$ cat src/rtl/dsp_share_if.sv
// Bundle of all handshake and DSP-side signals around dsp_share_arbiter.
//   slave  : the arbiter's view (takes requests, drives responses and the DSP)
//   master : the environment's view (requesters plus the DSP slice)
// Signals:
//   reqN_valid_i/op_i/a_i/b_i  requester N operation offer
//   reqN_ready_o               requester N offer taken this cycle
//   rspN_valid_o/result_o/err_o requester N response pulse and held result
//   dsp_op_o/a_o/b_o/start_o   launch side of the shared DSP slice
//   dsp_result_i               DSP result, valid DSP_LATENCY cycles after start
interface dsp_share_if #(
  parameter int DATA_WIDTH   = 8,
  parameter int RESULT_WIDTH = 16,
  parameter int OP_WIDTH     = 3
);
  logic                    req0_valid_i;
  logic                    req0_ready_o;
  logic [OP_WIDTH-1:0]     req0_op_i;
  logic [DATA_WIDTH-1:0]   req0_a_i;
  logic [DATA_WIDTH-1:0]   req0_b_i;
  logic                    rsp0_valid_o;
  logic [RESULT_WIDTH-1:0] rsp0_result_o;
  logic                    rsp0_err_o;

  logic                    req1_valid_i;
  logic                    req1_ready_o;
  logic [OP_WIDTH-1:0]     req1_op_i;
  logic [DATA_WIDTH-1:0]   req1_a_i;
  logic [DATA_WIDTH-1:0]   req1_b_i;
  logic                    rsp1_valid_o;
  logic [RESULT_WIDTH-1:0] rsp1_result_o;
  logic                    rsp1_err_o;

  logic [OP_WIDTH-1:0]     dsp_op_o;
  logic [DATA_WIDTH-1:0]   dsp_a_o;
  logic [DATA_WIDTH-1:0]   dsp_b_o;
  logic                    dsp_start_o;
  logic [RESULT_WIDTH-1:0] dsp_result_i;
  logic                    busy_o;

  modport slave (
    input  req0_valid_i, req0_op_i, req0_a_i, req0_b_i,
    output req0_ready_o, rsp0_valid_o, rsp0_result_o, rsp0_err_o,
    input  req1_valid_i, req1_op_i, req1_a_i, req1_b_i,
    output req1_ready_o, rsp1_valid_o, rsp1_result_o, rsp1_err_o,
    output dsp_op_o, dsp_a_o, dsp_b_o, dsp_start_o, busy_o,
    input  dsp_result_i
  );

  modport master (
    output req0_valid_i, req0_op_i, req0_a_i, req0_b_i,
    input  req0_ready_o, rsp0_valid_o, rsp0_result_o, rsp0_err_o,
    output req1_valid_i, req1_op_i, req1_a_i, req1_b_i,
    input  req1_ready_o, rsp1_valid_o, rsp1_result_o, rsp1_err_o,
    input  dsp_op_o, dsp_a_o, dsp_b_o, dsp_start_o, busy_o,
    output dsp_result_i
  );
endinterface

$ cat src/rtl/dsp_share_arbiter.sv
// Round-robin sharing of one pipelined DSP slice between two requesters.
// One op is accepted in IDLE, launched (ISSUE), waited on for DSP_LATENCY
// cycles (WAIT) and its result returned as a one-cycle pulse (RESP) to the
// requester that issued it. Illegal op codes skip the DSP and respond with
// result 0 / err 1 one cycle after acceptance.
// Ports:
//   clk_i    clock (clk_100 domain)
//   reset_i  synchronous, active-high reset
//   bus      dsp_share_if.slave: requester handshakes, responses, DSP side
module dsp_share_arbiter #(
  parameter int DATA_WIDTH   = 8,
  parameter int RESULT_WIDTH = 16,
  parameter int OP_WIDTH     = 3,
  parameter int DSP_LATENCY  = 3,
  parameter int NUM_OPS      = 6
) (
  input  logic        clk_i,
  input  logic        reset_i,
  dsp_share_if.slave  bus
);

  localparam int CNT_W = (DSP_LATENCY < 2) ? 1 : $clog2(DSP_LATENCY + 1);
  localparam logic [CNT_W-1:0]  LAT_LOAD = CNT_W'(DSP_LATENCY);
  // One extra bit so NUM_OPS == 2**OP_WIDTH still compares correctly.
  localparam logic [OP_WIDTH:0] OP_LIMIT = (OP_WIDTH + 1)'(NUM_OPS);

  typedef enum logic [1:0] {IDLE, ISSUE, WAIT, RESP} state_t;

  state_t                  state_reg, state_next;
  logic                    last_grant_reg;
  logic                    owner_reg;
  logic [CNT_W-1:0]        cnt_reg;
  logic [OP_WIDTH-1:0]     dsp_op_reg;
  logic [DATA_WIDTH-1:0]   dsp_a_reg;
  logic [DATA_WIDTH-1:0]   dsp_b_reg;
  logic                    dsp_start_reg;

  logic                    grant;
  logic                    ready0, ready1, accept;
  logic [OP_WIDTH-1:0]     sel_op;
  logic [DATA_WIDTH-1:0]   sel_a, sel_b;
  logic                    sel_legal;
  logic                    illegal_take;
  logic                    capture;

  // Arbitration and next state. A lone requester always wins; on contention
  // the one that did not win last time goes first.
  always_comb begin
    grant      = ~last_grant_reg;
    if (bus.req0_valid_i && !bus.req1_valid_i) begin
      grant = 1'b0;
    end else if (bus.req1_valid_i && !bus.req0_valid_i) begin
      grant = 1'b1;
    end
    ready0       = (state_reg == IDLE) && bus.req0_valid_i && !grant;
    ready1       = (state_reg == IDLE) && bus.req1_valid_i && grant;
    accept       = ready0 || ready1;
    sel_op       = grant ? bus.req1_op_i : bus.req0_op_i;
    sel_a        = grant ? bus.req1_a_i  : bus.req0_a_i;
    sel_b        = grant ? bus.req1_b_i  : bus.req0_b_i;
    sel_legal    = ({1'b0, sel_op} < OP_LIMIT);
    illegal_take = accept && !sel_legal;
    capture      = (state_reg == WAIT) && (cnt_reg == CNT_W'(1));

    state_next = state_reg;
    case (state_reg)
      IDLE:  if (accept) state_next = sel_legal ? ISSUE : RESP;
      ISSUE: state_next = WAIT;
      WAIT:  if (capture) state_next = RESP;
      RESP:  state_next = IDLE;
      default: state_next = IDLE;
    endcase
  end

  always_ff @(posedge clk_i) begin
    if (reset_i) begin
      state_reg <= IDLE;
    end else begin
      state_reg <= state_next;
    end
  end

  // Launch-side datapath. The DSP operands are loaded on the accept edge so
  // they are already valid during the ISSUE cycle alongside the start strobe.
  always_ff @(posedge clk_i) begin
    if (reset_i) begin
      last_grant_reg <= 1'b1;
      owner_reg      <= 1'b0;
      cnt_reg        <= '0;
      dsp_op_reg     <= '0;
      dsp_a_reg      <= '0;
      dsp_b_reg      <= '0;
      dsp_start_reg  <= 1'b0;
    end else begin
      dsp_start_reg <= 1'b0;
      case (state_reg)
        IDLE: begin
          if (accept) begin
            owner_reg      <= grant;
            last_grant_reg <= grant;
            if (sel_legal) begin
              dsp_op_reg    <= sel_op;
              dsp_a_reg     <= sel_a;
              dsp_b_reg     <= sel_b;
              dsp_start_reg <= 1'b1;
            end
          end
        end
        ISSUE:   cnt_reg <= LAT_LOAD;
        WAIT:    cnt_reg <= cnt_reg - CNT_W'(1);
        default: ;
      endcase
    end
  end

  // Per-requester response registers; only the owner of the completing op
  // is touched, the other requester keeps its last result.
  for (genvar gi = 0; gi < 2; gi++) begin : g_rsp
    logic                    valid_reg;
    logic [RESULT_WIDTH-1:0] result_reg;
    logic                    err_reg;

    always_ff @(posedge clk_i) begin
      if (reset_i) begin
        valid_reg  <= 1'b0;
        result_reg <= '0;
        err_reg    <= 1'b0;
      end else begin
        valid_reg <= 1'b0;
        if (illegal_take && (grant == 1'(gi))) begin
          valid_reg  <= 1'b1;
          result_reg <= '0;
          err_reg    <= 1'b1;
        end else if (capture && (owner_reg == 1'(gi))) begin
          valid_reg  <= 1'b1;
          result_reg <= bus.dsp_result_i;
          err_reg    <= 1'b0;
        end
      end
    end
  end

  assign bus.req0_ready_o  = ready0;
  assign bus.req1_ready_o  = ready1;
  assign bus.rsp0_valid_o  = g_rsp[0].valid_reg;
  assign bus.rsp0_result_o = g_rsp[0].result_reg;
  assign bus.rsp0_err_o    = g_rsp[0].err_reg;
  assign bus.rsp1_valid_o  = g_rsp[1].valid_reg;
  assign bus.rsp1_result_o = g_rsp[1].result_reg;
  assign bus.rsp1_err_o    = g_rsp[1].err_reg;
  assign bus.dsp_op_o      = dsp_op_reg;
  assign bus.dsp_a_o       = dsp_a_reg;
  assign bus.dsp_b_o       = dsp_b_reg;
  assign bus.dsp_start_o   = dsp_start_reg;
  assign bus.busy_o        = (state_reg != IDLE);

endmodule

$ cat src/flat_wrapper.sv
// flat-port wrapper written by rule: the top's interface ports become plain ports
module dsp_share_arbiter_flat 
#(
  parameter int DATA_WIDTH   = 8,
  parameter int RESULT_WIDTH = 16,
  parameter int OP_WIDTH     = 3,
  parameter int DSP_LATENCY  = 3,
  parameter int NUM_OPS      = 6
)
  (clk_i, reset_i, bus_req0_valid_i, bus_req0_op_i, bus_req0_a_i, bus_req0_b_i, bus_req0_ready_o, bus_rsp0_valid_o, bus_rsp0_result_o, bus_rsp0_err_o, bus_req1_valid_i, bus_req1_op_i, bus_req1_a_i, bus_req1_b_i, bus_req1_ready_o, bus_rsp1_valid_o, bus_rsp1_result_o, bus_rsp1_err_o, bus_dsp_op_o, bus_dsp_a_o, bus_dsp_b_o, bus_dsp_start_o, bus_busy_o, bus_dsp_result_i);
  dsp_share_if #(.DATA_WIDTH(DATA_WIDTH), .RESULT_WIDTH(RESULT_WIDTH), .OP_WIDTH(OP_WIDTH)) bus_i ();
  input  logic clk_i;
  input  logic reset_i;
  input wire logic [$bits(bus_i.req0_valid_i)-1:0] bus_req0_valid_i;
  input wire logic [$bits(bus_i.req0_op_i)-1:0] bus_req0_op_i;
  input wire logic [$bits(bus_i.req0_a_i)-1:0] bus_req0_a_i;
  input wire logic [$bits(bus_i.req0_b_i)-1:0] bus_req0_b_i;
  output wire logic [$bits(bus_i.req0_ready_o)-1:0] bus_req0_ready_o;
  output wire logic [$bits(bus_i.rsp0_valid_o)-1:0] bus_rsp0_valid_o;
  output wire logic [$bits(bus_i.rsp0_result_o)-1:0] bus_rsp0_result_o;
  output wire logic [$bits(bus_i.rsp0_err_o)-1:0] bus_rsp0_err_o;
  input wire logic [$bits(bus_i.req1_valid_i)-1:0] bus_req1_valid_i;
  input wire logic [$bits(bus_i.req1_op_i)-1:0] bus_req1_op_i;
  input wire logic [$bits(bus_i.req1_a_i)-1:0] bus_req1_a_i;
  input wire logic [$bits(bus_i.req1_b_i)-1:0] bus_req1_b_i;
  output wire logic [$bits(bus_i.req1_ready_o)-1:0] bus_req1_ready_o;
  output wire logic [$bits(bus_i.rsp1_valid_o)-1:0] bus_rsp1_valid_o;
  output wire logic [$bits(bus_i.rsp1_result_o)-1:0] bus_rsp1_result_o;
  output wire logic [$bits(bus_i.rsp1_err_o)-1:0] bus_rsp1_err_o;
  output wire logic [$bits(bus_i.dsp_op_o)-1:0] bus_dsp_op_o;
  output wire logic [$bits(bus_i.dsp_a_o)-1:0] bus_dsp_a_o;
  output wire logic [$bits(bus_i.dsp_b_o)-1:0] bus_dsp_b_o;
  output wire logic [$bits(bus_i.dsp_start_o)-1:0] bus_dsp_start_o;
  output wire logic [$bits(bus_i.busy_o)-1:0] bus_busy_o;
  input wire logic [$bits(bus_i.dsp_result_i)-1:0] bus_dsp_result_i;
  assign bus_i.req0_valid_i = bus_req0_valid_i;
  assign bus_i.req0_op_i = bus_req0_op_i;
  assign bus_i.req0_a_i = bus_req0_a_i;
  assign bus_i.req0_b_i = bus_req0_b_i;
  assign bus_req0_ready_o = bus_i.req0_ready_o;
  assign bus_rsp0_valid_o = bus_i.rsp0_valid_o;
  assign bus_rsp0_result_o = bus_i.rsp0_result_o;
  assign bus_rsp0_err_o = bus_i.rsp0_err_o;
  assign bus_i.req1_valid_i = bus_req1_valid_i;
  assign bus_i.req1_op_i = bus_req1_op_i;
  assign bus_i.req1_a_i = bus_req1_a_i;
  assign bus_i.req1_b_i = bus_req1_b_i;
  assign bus_req1_ready_o = bus_i.req1_ready_o;
  assign bus_rsp1_valid_o = bus_i.rsp1_valid_o;
  assign bus_rsp1_result_o = bus_i.rsp1_result_o;
  assign bus_rsp1_err_o = bus_i.rsp1_err_o;
  assign bus_dsp_op_o = bus_i.dsp_op_o;
  assign bus_dsp_a_o = bus_i.dsp_a_o;
  assign bus_dsp_b_o = bus_i.dsp_b_o;
  assign bus_dsp_start_o = bus_i.dsp_start_o;
  assign bus_busy_o = bus_i.busy_o;
  assign bus_i.dsp_result_i = bus_dsp_result_i;
  dsp_share_arbiter #(.DATA_WIDTH(DATA_WIDTH), .RESULT_WIDTH(RESULT_WIDTH), .OP_WIDTH(OP_WIDTH), .DSP_LATENCY(DSP_LATENCY), .NUM_OPS(NUM_OPS)) u_core (.clk_i(clk_i), .reset_i(reset_i), .bus(bus_i));
endmodule
$ cat config.mk
export PLATFORM = sky130hd
export DESIGN_NAME = dsp_share_arbiter_flat
export DESIGN_NICKNAME = d
export VERILOG_FILES = /design/src/rtl/dsp_share_if.sv /design/src/rtl/dsp_share_arbiter.sv /design/src/flat_wrapper.sv
export SDC_FILE = /design/constraint.sdc
export NUM_CORES = 1
export LEC_CHECK = 0
export BUFFER_PORTS_ARGS = -buffer_cell sky130_fd_sc_hd__buf_4
export CORE_MARGIN = 8
export CORE_UTILIZATION = 54
export CTS_BUF_LIST = sky130_fd_sc_hd__clkbuf_8
export DETAILED_ROUTE_END_ITERATION = 7
export HOLD_SLACK_MARGIN = 0.08
export PLACE_DENSITY = 0.94
export SLEW_MARGIN = 10
export SYNTH_ARGS = -nofsm -noshare
export SYNTH_HDL_FRONTEND = slang
export SYNTH_SLANG_ARGS = --single-unit
$ cat constraint.sdc
create_clock -name clk_i -period 3.9 [get_ports clk_i]
set_input_delay 0.78 -clock clk_i [delete_from_list [all_inputs] [get_ports clk_i]]
set_output_delay 0.78 -clock clk_i [all_outputs]
set_load 0.1 [all_outputs]
==> results.yml, run 1 <==
worst_setup_path:
  crit_type: "flip-flop to primary output"
  critPathMaxFanout: 9
  reg2reg_to: "u_core.bus.dsp_a_o[0]"
  r2r_slack_ps: 1760
  cp.arrival_ps: 1970
  cp.required_ps: 3120
  startpoint_type: "flip-flop"
  rr_startpoint: "u_core.last_grant_reg"
  rr_worst_depth: 4
  end_kind: "primary output"
cells_and_area:
  nNetsFinal: 534
  drive_above_1_share_pct: 33.3
  fillers: 407
  seqCellArea_sq_mm: 0.00124
  syn2layout_area_growth_pct: 37.1
  post-route-util_pct: 75.4
  antenna_cells: 0
  multi_input_area_sq_mm: 0.00152
detailed_routing:
  wirelength_um: 8410
  wl_per_cell_um: 15.3
  drcViolationCount: 0
  dr.pass1.iters: 4
  viasPerCell: 5.38
  drt.antenna.violating_nets: 0
  drt_iter0_markers: 139
  num_vias: 2954
power:
  pwr-share-seq_pct: 28.0
  power.density_mw_per_mm2: 701
  intPower_uw: 1550
  p_sw_uw: 1310
  switching_share_pct: 45.8
  p_comb_share_pct: 48.0
  p_leak_uw: 0.00184
  vdd_drop_max_mv: 0.625
  clkPwrFrac_pct: 24.0
sta:
  finalMaxSlewViolations: 0
  skew_ps: 9.57
  setup_viol: 0
  rsz0062_at_grt: "false"
  fin_crit_sh_pct: 70.6
  hold_viol: 0
  min_period_ps: 2750
  worst_pin_slew_ps: 1140
  maxSlewHeadroom_pct: 23.9
  max_freq_mhz: 363
  setup_tns_ps: 0
cts:
  insertion_delay_ps: 330
  cts_resized: 0
  cts_tree: "built"
  cts_root_buf: "clkbuf_8"
  clk_path_buf_depth: 2
  h-tree-depth: 3
  cts_buffers: 9
  ctsHoldBuffers: 0
  clk_pin_slew_ps: 70
  cts_sinks: 62
  cts_setup_buffers: 0
yosys:
  ys_seq_area_share_pct: 41.7
  ys_seq_elements: 62
  synth_cells: 371
  synth_top_family_by_area: "simple AND/OR/NAND/NOR gates"
  muxShareOfSynthArea_pct: 7.57
  yosys.cell_types.count: 34
  async_flop_share_pct: 0
  ys.flop_type: "dfxtp_1"
  synth_enable_flop_cells: 0
  yosysWarnings: 0
  synth.cell_area_sq_mm: 0.00297
  synth.most_common_cell: "nand2_1"
  synth_commonest_cells: "89 x nand2_1, 62 x dfxtp_1, 44 x a21oi_1, 23 x inv_1, 22 x nand3_1"
  synth-adder-area-share_pct: 1.68
  synth_xor_area_share_pct: 0
  synthSimpleGateAreaFrac_pct: 21.5
  avgSynthCellArea_sq_um: 8.02
  synth_top_area_share_pct: 41.7
  synth_nets: 433
  synth_compound_area_share_pct: 20.3
  synth_top_area_cell: "dfxtp_1"
  synth.area.top_cells: "dfxtp_1 42%, nand2_1 11%, a21oi_1 7.4%"
global_route:
  grt_pass1_vias: 2827
  antenna_found_initial: 0
  grt_usage_pct: 20.2
  grt_pass1_wl_um: 13600
  grt_max_degree: 51
  grt-ovfl-total: 0
worst_hold_path:
  hold_start: "u_core.bus.rsp1_result_o[15]"
  min_to: "u_core.bus.rsp1_result_o[15]"
  hp-class: "flip-flop to flip-flop"
  min_delay_path_depth: 2
floorplanning:
  die_x_um: 90.2
  placementRows: 27
  fp.coreArea_sq_mm: 0.00541
  pin_count: 117
  initial_core_util_pct: 55.0
  dieHeight_um: 90.2
  dieArea_sq_mm: 0.00814
place:
  dpl.hpwl_um: 6130
  gp_congestion: 0.793
  port-buffer-count: 116
run:
  maxCapViolCount: 0
status:
  status: "finished, final reports clean"
==> cell usage in the layout (no fill, tap or decap), types with 2 or more instances in the layout <==
master and n:
a211oi_1 2, nor2b_2 2, bufinv_16 3, a21oi_1 44
inv_1 24, buf_4 118, nor2_1 8, a31o_2 2
nand3_1 22, ha_1 4, nand2_1 89, a31oi_1 17
mux2_4 9, o32ai_2 2, mux2_1 2, a211o_1 17
dfxtp_1 62, nor3_1 2, mux2_2 6, nor2b_1 17
clkbuf_8 10
==> stage by stage <==
step	hold WS, ps	worst slack, ps	cell area, sq um	instances	power (uW)
after floorplan	476	710	2970	371	1900
after global placement	443	1390	3830	533	2150
after detailed placement	447	1280	3830	533	2180
after CTS	457	1160	4080	549	2880
after global routing	473	1060	4080	549	2980
final	455	1150	4080	549	2860
==> cell type report <==
class | count | share of cell area (%)
Clock buffer | 10 | 3.38
Clock inverter | 6 | 2.70
Inverter | 24 | 2.21
Multi-Input combinational cell | 257 | 37.3
Sequential cell | 62 | 30.4
Tap cell | 72 | 2.21
Timing Repair Buffer | 118 | 21.7
==> worst max-delay path, stage by stage, from the launching register on <==
cell and delay (ps):
dfxtp_1 320, inv_1 100, ha_1 390, nand2_1 140, a21oi_1 340, buf_4 370
==> worst max path at each step <==
| stage | endpoint | start |
|---|---|---|
| CTS | bus_req1_ready_o | u_core.state_reg[0] |
| detailed placement | u_core.bus.dsp_a_o[1] | bus_req0_valid_i |
| global route | bus_req1_ready_o | u_core.state_reg[0] |
| global placement | u_core.bus.dsp_b_o[4] | bus_req0_valid_i |
| finish | bus_req1_ready_o | u_core.state_reg[0] |
| floorplan | bus_req1_ready_o | bus_req1_valid_i |
==> routing by layer <==
metal	share of wire, %	track usage (%)
met5	0	0
met2	51	34.7
met1	40	21.9
met4	4.3	13.2
met3	4.7	4.49
==> logic make-up (layout without fill, tap and decap cells) <==
family | after synthesis | after routing
buffers and inverters | 52 | 158
AND/OR/NAND/NOR | 145 | 145
AO/OA/AOI/OAI | 91 | 91
adder cells (fa/ha/maj) | 4 | 4
multiplexers | 17 | 17
flip-flops | 62 | 62
==> power groups by stage <==
stage	logic [uW]	clock network, uW	registers, uW
floorplan	558	0	1340
global placement	1340	0	808
detailed placement	1370	0	813
CTS	1370	701	801
global route	1440	727	813
finish	1370	686	802
(Power assumes the default switching activity.)
==> run 2, diff against run 1 <==
--- a/config.mk
+++ b/config.mk
@@ -7,11 +7,11 @@
 export LEC_CHECK = 0
 export BUFFER_PORTS_ARGS = -buffer_cell sky130_fd_sc_hd__buf_4
 export CORE_MARGIN = 8
-export CORE_UTILIZATION = 54
+export CORE_UTILIZATION = 50
 export CTS_BUF_LIST = sky130_fd_sc_hd__clkbuf_8
 export DETAILED_ROUTE_END_ITERATION = 7
 export HOLD_SLACK_MARGIN = 0.08
-export PLACE_DENSITY = 0.94
+export PLACE_DENSITY = 0.89
 export SLEW_MARGIN = 10
 export SYNTH_ARGS = -nofsm -noshare
 export SYNTH_HDL_FRONTEND = slang
==> constraint.sdc (replaced) <==
create_clock -name clk_i -period 2.6 [get_ports clk_i]
set_input_delay 0.52 -clock clk_i [delete_from_list [all_inputs] [get_ports clk_i]]
set_output_delay 0.52 -clock clk_i [all_outputs]
set_load 0.1 [all_outputs]
==> results.yml, run 2 (synthesized netlist as in run 1, its figures left out) <==
status:
  status: "finished, final reports clean"
sta:
  setup_viol: 0
  skew_ps: 9.20
  final.setup.worst_slack_ps: 216
  hold_viol: 0
  finalMaxSlewViolations: 0
  min_period_ps: 2380
  worst_pin_slew_ps: 727
  setup_tns_ps: 0
  rsz0062_at_grt: "false"
  fin_crit_sh_pct: 91.7
  maxSlewHeadroom_pct: 51.4
  max_freq_mhz: 419
worst_hold_path:
  hp-class: "input pin to flip-flop"
floorplanning:
  pin_count: 117
  dieArea_sq_mm: 0.00867
  initial_core_util_pct: 50.8
  dieHeight_um: 93.1
  placementRows: 28
  die_x_um: 93.1
  fp.coreArea_sq_mm: 0.00585
worst_setup_path:
  critPathMaxFanout: 9
  reg2reg_to: "u_core.bus.dsp_op_o[0]"
  cp.arrival_ps: 1860
  crit_type: "flip-flop to primary output"
  crit_start: "u_core.state_reg[0]"
  startpoint_type: "flip-flop"
  rr_startpoint: "u_core.last_grant_reg"
  crit_slowest_cell: "ha_1"
  cp_cell_sequence: "inv_1, ha_1, nand2_1, a21oi_2, buf_4"
  r2r_slack_ps: 660
  critical_path.max_stage_delay_ps: 390
  rr_worst_depth: 4
  cp.required_ps: 2080
  end_kind: "primary output"
  crit_end: "bus_req1_ready_o"
place:
  place_ws_ps: 435
  port-buffer-count: 116
  postPlaceCellArea_sq_mm: 0.00385
  dpl.hpwl_um: 6220
  gp_congestion: 0.852
cells_and_area:
  nNetsFinal: 536
  antenna_cells: 0
  syn2layout_area_growth_pct: 35.1
  fillers: 457
  fin_area_sq_mm: 0.00402
  mostFrequentLayoutCell: "buf_4"
  drive_above_1_share_pct: 33.8
  final_cell_mix: "120 x buf_4, 89 x nand2_1, 62 x dfxtp_1"
cts:
  clk_pin_slew_ps: 70
  cts_resized: 0
  cts_setup_buffers: 0
  clk_path_buf_depth: 2
  h-tree-depth: 3
  ctsHoldBuffers: 0
  cts_buffers: 9
  cts_tree: "built"
  cts_sinks: 62
  insertion_delay_ps: 340
  cts_root_buf: "clkbuf_8"
detailed_routing:
  drt.antenna.violating_nets: 0
  drt_iter0_markers: 159
  drcViolationCount: 0
  wl_per_cell_um: 15.6
  num_vias: 2954
  dr.pass1.iters: 4
  wirelength_um: 8670
  viasPerCell: 5.33
global_route:
  grt_pass1_wl_um: 13800
  grt-ovfl-total: 0
  grt_pass1_vias: 2897
  grt_max_degree: 51
  grt_usage_pct: 19.5
  antenna_found_initial: 0
power:
  power.density_mw_per_mm2: 996
  p_leak_uw: 0.00181
  vdd_drop_max_mv: 0.970
run:
  maxCapViolCount: 0
==> run 2: worst min-delay path by stage <==
stage,from,endpoint,slack [ps],depth (start not counted)
2_1_floorplan,u_core.state_reg[0],u_core.state_reg[0],480,2
3_3_place_gp,u_core.bus.rsp1_result_o[10],u_core.bus.rsp1_result_o[10],440,2
3_5_place_dp,u_core.bus.rsp1_result_o[1],u_core.bus.rsp1_result_o[1],450,2
4_1_cts,bus_dsp_result_i[0],u_core.bus.rsp0_result_o[0],430,3
5_1_grt,bus_dsp_result_i[6],u_core.bus.rsp0_result_o[6],430,3
6_report,bus_dsp_result_i[0],u_core.bus.rsp0_result_o[0],430,3
==> run 2: layer usage <==
metal	up-vias	track usage (%)	share of wire (%)
met2	92	33.7	51
met5	-	0	0
met1	1369	21.0	39
met4	0	12.2	4.2
met3	29	4.89	6.0
li1	1464	-	-
==> run 2: through the flow <==
stage	total power, uW	std cells	utilization [%]	hold slack (ps)
2_1_floorplan	2860	371	-	476
3_5_place_dp	3280	538	65.8	449
3_3_place_gp	3240	538	65.8	442
4_1_cts	4010	554	68.7	426
6_report	4000	554	68.7	434
5_1_grt	4180	554	68.7	435
==> run 2: cell type report <==
| type | count | area (sq um) | share of cell area [%] |
|---|---|---|---|
| Clock buffer | 9 | 124 | 3.08 |
| Clock inverter | 7 | 42.5 | 1.06 |
| Inverter | 24 | 90.1 | 2.24 |
| Multi-Input combinational cell | 257 | 1530 | 38.0 |
| Sequential cell | 62 | 1240 | 30.9 |
| Tap cell | 75 | 93.8 | 2.33 |
| Timing Repair Buffer | 120 | 901 | 22.4 |
==> run 2: worst max-delay path, delay by kind of cell (launching register included) <==
| kind | cells | cell delay, ps |
|---|---|---|
| AND/OR/NAND/NOR | 1 | 140 |
| adder cells (fa/ha/maj) | 1 | 390 |
| AO/OA/AOI/OAI | 1 | 250 |
| flip-flops | 1 | 310 |
| buffers and inverters | 2 | 440 |
==> run 2: power by group <==
group	total, uW	leakage [uW]	internal [uW]	switching [uW]
clock	725	0.0000862	338	387
combinational	2080	0.00122	566	1520
sequential	1190	0.000504	1100	88.3
==> run 3, diff against run 2 <==
--- a/config.mk
+++ b/config.mk
@@ -6,12 +6,13 @@
 export NUM_CORES = 1
 export LEC_CHECK = 0
 export BUFFER_PORTS_ARGS = -buffer_cell sky130_fd_sc_hd__buf_4
-export CORE_MARGIN = 8
+export CORE_MARGIN = 1.5
 export CORE_UTILIZATION = 50
 export CTS_BUF_LIST = sky130_fd_sc_hd__clkbuf_8
 export DETAILED_ROUTE_END_ITERATION = 7
 export HOLD_SLACK_MARGIN = 0.08
 export PLACE_DENSITY = 0.89
+export RECOVER_POWER = 25
 export SLEW_MARGIN = 10
 export SYNTH_ARGS = -nofsm -noshare
 export SYNTH_HDL_FRONTEND = slang
==> results.yml, run 3 (synthesized netlist as in run 1, its figures left out) <==
cts:
  cts_tree: "built"
  clk_pin_slew_ps: 80
  h-tree-depth: 3
  cts_setup_buffers: 0
  clk_path_buf_depth: 2
  cts_buffers: 9
  ctsHoldBuffers: 0
  cts_root_buf: "clkbuf_8"
  cts_resized: 0
  insertion_delay_ps: 350
  cts_sinks: 62
global_route:
  grt_max_degree: 51
  grt_pass1_wl_um: 12800
  grt_pass1_vias: 2789
  antenna_found_initial: 0
  grt_usage_pct: 25.7
  grt-ovfl-total: 0
sta:
  finalMaxSlewViolations: 0
  fin_crit_sh_pct: 91.7
  final.setup.worst_slack_ps: 216
  hold_viol: 0
  min_period_ps: 2380
  setup_tns_ps: 0
  max_freq_mhz: 419
  maxSlewHeadroom_pct: 19.4
  worst_pin_slew_ps: 1210
  skew_ps: 8.48
  setup_viol: 0
  rsz0062_at_grt: "false"
power:
  clkPwrFrac_pct: 20.5
  intPower_uw: 2060
  vdd_drop_max_mv: 0.833
  p_sw_uw: 1990
  pwr-share-seq_pct: 29.3
  p_comb_share_pct: 50.2
  switching_share_pct: 49.1
  p_leak_uw: 0.00173
  power.density_mw_per_mm2: 1030
worst_setup_path:
  critPathMaxFanout: 9
  cp.required_ps: 2080
  cp.arrival_ps: 1860
  cp_cell_sequence: "inv_1, ha_1, nand2_1, a21oi_2, buf_4"
  startpoint_type: "flip-flop"
  reg2reg_to: "u_core.bus.dsp_b_o[6]"
  critical_path.max_stage_delay_ps: 390
  crit_start: "u_core.state_reg[0]"
  end_kind: "primary output"
  crit_type: "flip-flop to primary output"
  r2r_slack_ps: 570
  rr_worst_depth: 5
  rr_startpoint: "u_core.last_grant_reg"
  crit_end: "bus_req1_ready_o"
  crit_slowest_cell: "ha_1"
place:
  place_ws_ps: 437
  port-buffer-count: 116
  gp_congestion: 0.854
  post-place-cells: 536
  dpl.hpwl_um: 5540
  postPlaceCellArea_sq_mm: 0.00386
detailed_routing:
  drt.antenna.violating_nets: 0
  drt_iter0_markers: 187
  viasPerCell: 5.42
  wl_per_cell_um: 14.7
  dr.pass1.iters: 4
  wirelength_um: 8090
  drcViolationCount: 0
  num_vias: 2994
floorplanning:
  placementRows: 27
  dieHeight_um: 80.1
  dieArea_sq_mm: 0.00642
  pin_count: 117
  die_x_um: 80.1
  fp.coreArea_sq_mm: 0.00561
  initial_core_util_pct: 53.0
cells_and_area:
  seqCellArea_sq_mm: 0.00124
  fillers: 456
  fin_area_sq_mm: 0.00394
  mostFrequentLayoutCell: "buf_4"
  drive_above_1_share_pct: 28.3
  syn2layout_area_growth_pct: 32.4
  antenna_cells: 0
  multi_input_area_sq_mm: 0.00151
  nNetsFinal: 537
  final_cell_mix: "96 x buf_4, 89 x nand2_1, 62 x dfxtp_1"
  fin_cells: 552
run:
  maxCapViolCount: 0
worst_hold_path:
  hp-class: "input pin to flip-flop"
status:
  status: "finished, final reports clean"
[run 3: metal layers]
metal,wire (um),global-route usage (%),part of all wire (%),up-vias
met4,157,11.6,1.9,0
met1,3190,30.5,39,1405
met3,477,4.09,5.9,13
li1,-,-,-,1464
met5,0,0,0,-
met2,4270,45.3,53,112
[run 3: how the worst min path moves through the flow]
| stage | depth (start not counted) | start | slack (ps) | end |
|---|---|---|---|---|
| after floorplan | 2 | u_core.state_reg[0] | 480 | u_core.state_reg[0] |
| after global placement | 2 | u_core.bus.rsp1_result_o[9] | 440 | u_core.bus.rsp1_result_o[9] |
| after detailed placement | 2 | u_core.bus.rsp0_result_o[8] | 450 | u_core.bus.rsp0_result_o[8] |
| after CTS | 3 | bus_dsp_result_i[4] | 420 | u_core.bus.rsp0_result_o[4] |
| after global routing | 3 | bus_dsp_result_i[9] | 430 | u_core.bus.rsp0_result_o[9] |
| final | 3 | bus_dsp_result_i[5] | 420 | u_core.bus.rsp0_result_o[5] |
[run 3: critical path: cells and delay by family, from the launching register on]
| kind | cells | cell delay [ps] |
|---|---|---|
| adder cells (fa/ha/maj) | 1 | 390 |
| AO/OA/AOI/OAI | 1 | 240 |
| flip-flops | 1 | 310 |
| AND/OR/NAND/NOR | 1 | 130 |
| buffers and inverters | 2 | 440 |
[run 3: area by class of cell]
cell class,instances,share of cell area [%]
Multi-Input combinational cell,257,38.4
Clock buffer,9,3.15
Sequential cell,62,31.5
Timing Repair Buffer,121,20.7
Tap cell,72,2.29
Clock inverter,7,1.68
Inverter,24,2.29
[run 3: power by group through the flow]
stage | Clock [uW] | Combinational [uW] | Sequential [uW]
after CTS | 832 | 2090 | 1180
after detailed placement | 0 | 2080 | 1200
after floorplan | 0 | 840 | 2020
after global routing | 872 | 2160 | 1200
after global placement | 0 | 2030 | 1200
final | 830 | 2040 | 1190
[run 3: stage by stage]
step                      total power [uW]  hold slack [ps]  utilization, %
final                                 4050              421            70.2
after global routing                  4230              430            70.2
after CTS                             4100              419            72.2
after detailed placement              3280              448            68.8
after global placement                3230              442            68.8
after floorplan                       2860              476               -
